==> config.mk <==
export PLATFORM = sky130hd
export DESIGN_NAME = if_id_skid_reg
export DESIGN_NICKNAME = d
export VERILOG_FILES = /design/src/rtl/if_id_skid_reg.sv
export SDC_FILE = /design/constraint.sdc
export NUM_CORES = 1
export LEC_CHECK = 0
export CORE_AREA = 2 2 105 107
export CTS_CLUSTER_SIZE = 20
export DETAILED_ROUTE_END_ITERATION = 8
export DIE_AREA = 0 0 107 109
export MAX_ROUTING_LAYER = met4
export PLACE_DENSITY_LB_ADDON = 0.08
export SLEW_MARGIN = 20
export SYNTH_ARGS = -nofsm -noshare
export SYNTH_HDL_FRONTEND = slang
export SYNTH_SLANG_ARGS = --single-unit
==> constraint.sdc <==
create_clock -name clk -period 2.9 [get_ports clk]
set_input_delay 0.29 -clock clk [delete_from_list [all_inputs] [get_ports clk]]
set_output_delay 0.29 -clock clk [all_outputs]
set_load 0.03 [all_outputs]
==> src/rtl/if_id_skid_reg.sv <==
// if_id_skid_reg: IF/ID pipeline register with a valid/ready handshake,
// a 2-entry skid buffer, a synchronous flush and a synchronous reset.
//
// The main entry drives the outputs directly. The skid entry catches the one
// beat that is accepted while Decode is stalled. Because in_ready depends only
// on a register, there is no combinational path from input to output.
//
// Ports:
//   clk        rising-edge clock
//   rst_n      synchronous active-low reset
//   in_valid   Fetch offers instr_in/npc_in
//   in_ready   register can take a beat this cycle
//   instr_in   fetched instruction
//   npc_in     PC+4 of the fetched instruction
//   flush      drop every held beat and the incoming one (redirect)
//   out_valid  instr_out/npc_out hold a valid beat
//   out_ready  Decode takes the beat this cycle
//   instr_out  instruction to Decode (NOP_INSTR after reset/flush)
//   npc_out    PC+4 to Decode (0 after reset/flush)
//   stall_cnt  saturating count of out_valid & ~out_ready cycles
//
// Optional feature: define STALL_CNT_EN to add the stall_cnt port and counter.

module if_id_skid_reg #(
  parameter int unsigned         INSTR_W   = 32,
  parameter int unsigned         NPC_W     = 32,
  parameter logic [INSTR_W-1:0]  NOP_INSTR = INSTR_W'(32'h0000_0000)
) (
  input  logic               clk,
  input  logic               rst_n,
  input  logic               in_valid,
  output logic               in_ready,
  input  logic [INSTR_W-1:0] instr_in,
  input  logic [NPC_W-1:0]   npc_in,
  input  logic               flush,
  output logic               out_valid,
  input  logic               out_ready,
  output logic [INSTR_W-1:0] instr_out,
  output logic [NPC_W-1:0]   npc_out
`ifdef STALL_CNT_EN
  ,
  output logic [31:0]        stall_cnt
`endif
);

  logic               m_valid_q, m_valid_d;
  logic [INSTR_W-1:0] m_instr_q, m_instr_d;
  logic [NPC_W-1:0]   m_npc_q,   m_npc_d;
  logic               s_valid_q, s_valid_d;
  logic [INSTR_W-1:0] s_instr_q, s_instr_d;
  logic [NPC_W-1:0]   s_npc_q,   s_npc_d;

  logic accept;
  logic consume;

  assign in_ready  = ~s_valid_q;
  assign out_valid = m_valid_q;
  assign instr_out = m_instr_q;
  assign npc_out   = m_npc_q;

  assign accept  = in_valid & ~s_valid_q;
  assign consume = m_valid_q & out_ready;

  always_comb begin
    m_valid_d = m_valid_q;
    m_instr_d = m_instr_q;
    m_npc_d   = m_npc_q;
    s_valid_d = s_valid_q;
    s_instr_d = s_instr_q;
    s_npc_d   = s_npc_q;

    if (flush) begin
      // Skid data is left alone: it is unobservable once s_valid is clear.
      m_valid_d = 1'b0;
      s_valid_d = 1'b0;
      m_instr_d = NOP_INSTR;
      m_npc_d   = '0;
    end else if (s_valid_q && consume) begin
      // Skid refills main; accept is necessarily 0 here.
      m_instr_d = s_instr_q;
      m_npc_d   = s_npc_q;
      s_valid_d = 1'b0;
    end else if (!m_valid_q && accept) begin
      m_valid_d = 1'b1;
      m_instr_d = instr_in;
      m_npc_d   = npc_in;
    end else if (consume && accept) begin
      m_instr_d = instr_in;
      m_npc_d   = npc_in;
    end else if (consume) begin
      m_valid_d = 1'b0;
    end else if (m_valid_q && !out_ready && accept) begin
      s_valid_d = 1'b1;
      s_instr_d = instr_in;
      s_npc_d   = npc_in;
    end
  end

  always_ff @(posedge clk) begin
    if (!rst_n) begin
      m_valid_q <= 1'b0;
      m_instr_q <= NOP_INSTR;
      m_npc_q   <= '0;
      s_valid_q <= 1'b0;
      s_instr_q <= '0;
      s_npc_q   <= '0;
    end else begin
      m_valid_q <= m_valid_d;
      m_instr_q <= m_instr_d;
      m_npc_q   <= m_npc_d;
      s_valid_q <= s_valid_d;
      s_instr_q <= s_instr_d;
      s_npc_q   <= s_npc_d;
    end
  end

`ifdef STALL_CNT_EN
  logic [31:0] stall_cnt_q, stall_cnt_d;

  // Counts through flush cycles too; only reset clears it.
  always_comb begin
    stall_cnt_d = stall_cnt_q;
    if (m_valid_q && !out_ready && (stall_cnt_q != 32'hFFFF_FFFF)) begin
      stall_cnt_d = stall_cnt_q + 32'd1;
    end
  end

  always_ff @(posedge clk) begin
    if (!rst_n) begin
      stall_cnt_q <= '0;
    end else begin
      stall_cnt_q <= stall_cnt_d;
    end
  end

  assign stall_cnt = stall_cnt_q;
`endif

endmodule

==> results.toml <==
[clocking]
clk_pin_slew_ns = 0.06
ctsHoldBuffers = 0
htreeDepth = 4
cts_setup_buffers = 0
max-clock-path-buffers = 2
cts_tree = "built"
cts_buffers = 17
cts_resized = 0
numClockSinks = 130
worst_skew_pair.late_latency_ns = 0.52
clock-root-buffer = "clkbuf_8"

[synthesis]
synth.area.top_cells = "dfxtp_1, o221a_1, mux2i_1"
yosys_warnings = 0
seq_area_frac_synth_pct = 47.7
yosysTopAreaCell = "dfxtp_1"
netlist.area_leader.share_pct = 47.7
synth_nets = 645
ys_types = 19
synth_seq_cells = 130
syn-cell-area_um2 = 5460
syn_inst = 576
avgSynthCellArea_um2 = 9.48

[worst_setup_path]
cpPeakStageDelay_ns = 0.71
cp-start-kind = "flip-flop"
required_ns = 2.61
regToRegSetupSlack_ns = 1.10
crit_buf_inv = 1
crit_family = "buffers and inverters"
end_kind = "output port"
cp.arrival_ns = 1.66
path_class = "flip-flop to output port"
path_max_fanout = 7
crit_chain = "clkdlybuf4s50_1"
critPathSlowestCell = "clkdlybuf4s50_1"

[drt]
vias = 4556
wl_per_cell_um = 15.9
drtAntennaViolNets = 0
viasPerCell = 5.43
drc = 0
drt-total-wl_um = 13400
drt_iter0_markers = 306
drt-pass1-iter-count = 6

[sta]
slew_viol_final = 0
setup_ws_ns = 0.948
slew_headroom_pct = 55.3
fin_hold_ws_ns = 0.362
finalHoldViolCount = 0
finalCritPeriodShare_pct = 67.3
rsz0062_at_grt = "no"
fin_setup_tns_ns = 0
setup_violations = 0
worst_pin_slew_ns = 0.670
finalCriticalPeriod_ns = 1.95
timing.fmax_mhz = 512
fin_worst_skew_ns = 0.00635

[global_routing]
grt_max_degree = 70
grt_antenna_before_repair = 0
track_usage_pct = 24.6
grt_pass1_vias = 4509
grt_pass1_wl_um = 22000
overflow = 0

[floorplanning]
fp.coreArea_um2 = 10600
die_x_um = 107
die_h_um = 109
ios = 135
fp-row-count = 38
start_util_pct = 51.5
die_area_um2 = 11700

[finish]
antenna_cells = 0
final_cell_mix = "clkdlybuf4s50_1, dfxtp_1, nand2_1"
nFillCells = 844
drive_above_1_share_pct = 5.87
areaGrowthSynthToFinish_pct = 33.0
mostFrequentLayoutCell = "clkdlybuf4s50_1"
final_net_count = 758

[place]
gp_congestion = 0.767
dp_hpwl_um = 7970
portBuffers = 134
dp_slack_ns = 0.649

[job]
drv_cap = 0

[pwr]
p_per_area_nw_per_um2 = 589
p_leak_nw = 2.59
irDropWorstVdd_uv = 390

[min_path]
hold_path_class = "input pin to flip-flop"

[status]
status = "completed"
-- report_power, final --
group / total, mW / switching, mW / internal (mW)
clock network: 1.92 / 0.740 / 1.18
logic: 0.483 / 0.260 / 0.223
registers: 1.87 / 0.0305 / 1.84
total: 4.27 / 1.03 / 3.24
-- synth_stat cells --
library cell / count
dfxtp_1: 130
nand2_1: 129
a21oi_1: 66
inv_1: 65
mux2i_1: 64
o221a_1: 64
clkbuf_1: 18
buf_2: 15
buf_6: 8
buf_12: 6
nand2b_1: 3
a211oi_1: 1
and2_1: 1
and3_1: 1
buf_4: 1
nor2_1: 1
nor2b_4: 1
nor3b_2: 1
o21a_1: 1
-- final cells by class --
class / count / area, µm² / share of cell area, %
flip-flops and latches: 130 / 2600 / 35.8
multi-input cells: 333 / 2270 / 31.2
repair buffers: 142 / 1450 / 20.0
clock buffers: 23 / 467 / 6.43
inverters: 65 / 244 / 3.36
well taps: 140 / 175 / 2.41
clock inverters: 6 / 57.6 / 0.793
-- routing by layer --
layer / vias up / part of all wire, % / global-route usage [%] / wire, µm
li1: 2188 / - / - / -
met3: 14 / 6.2 / 6.52 / 830
met4: 0 / 1.4 / 9.28 / 190
met5: - / 0 / - / 0
met2: 167 / 47 / 37.6 / 6290
met1: 2187 / 45 / 31.4 / 6070
-- cells by family after synthesis --
| family | share of synthesized area (%) |
|---|---|
| AND/OR/NAND/NOR | 9.99 |
| AO/OA/AOI/OAI | 19.5 |
| buffers and inverters | 11.1 |
| flip-flops | 47.7 |
| multiplexers | 11.7 |
-- worst paths after layout --
| path | cells past startpoint | start | to |
|---|---|---|---|
| hold reg to reg | 2 | s_npc_q[23]$_SDFFE_PN0P_ | s_npc_q[23]$_SDFFE_PN0P_ |
| hold / removal | 3 | npc_in[6] | s_npc_q[6]$_SDFFE_PN0P_ |
| setup / recovery | 1 | out_valid$_SDFFE_PP0P_ | out_valid |
| setup reg to reg | 4 | out_valid$_SDFFE_PP0P_ | s_npc_q[25]$_SDFFE_PN0P_ |
-- state kept, by name (all words and copies together), names as in the netlist --
name,cells
s_instr_q,32
out_valid,1
s_valid_q,1
s_npc_q,32
npc_out,32
instr_out,32
-- stage by stage --
stage | instances | total power, mW | utilization (%) | cell area (µm²)
2_1_floorplan | 576 | 2.16 | - | 5460
3_3_place_gp | 810 | 2.38 | 63.5 | 6740
3_5_place_dp | 810 | 2.39 | 63.5 | 6740
4_1_cts | 839 | 4.30 | 68.5 | 7260
5_1_grt | 839 | 4.42 | 68.5 | 7260
6_report | 839 | 4.27 | 68.5 | 7260
Note: power is estimated with default switching activity, not from simulation.
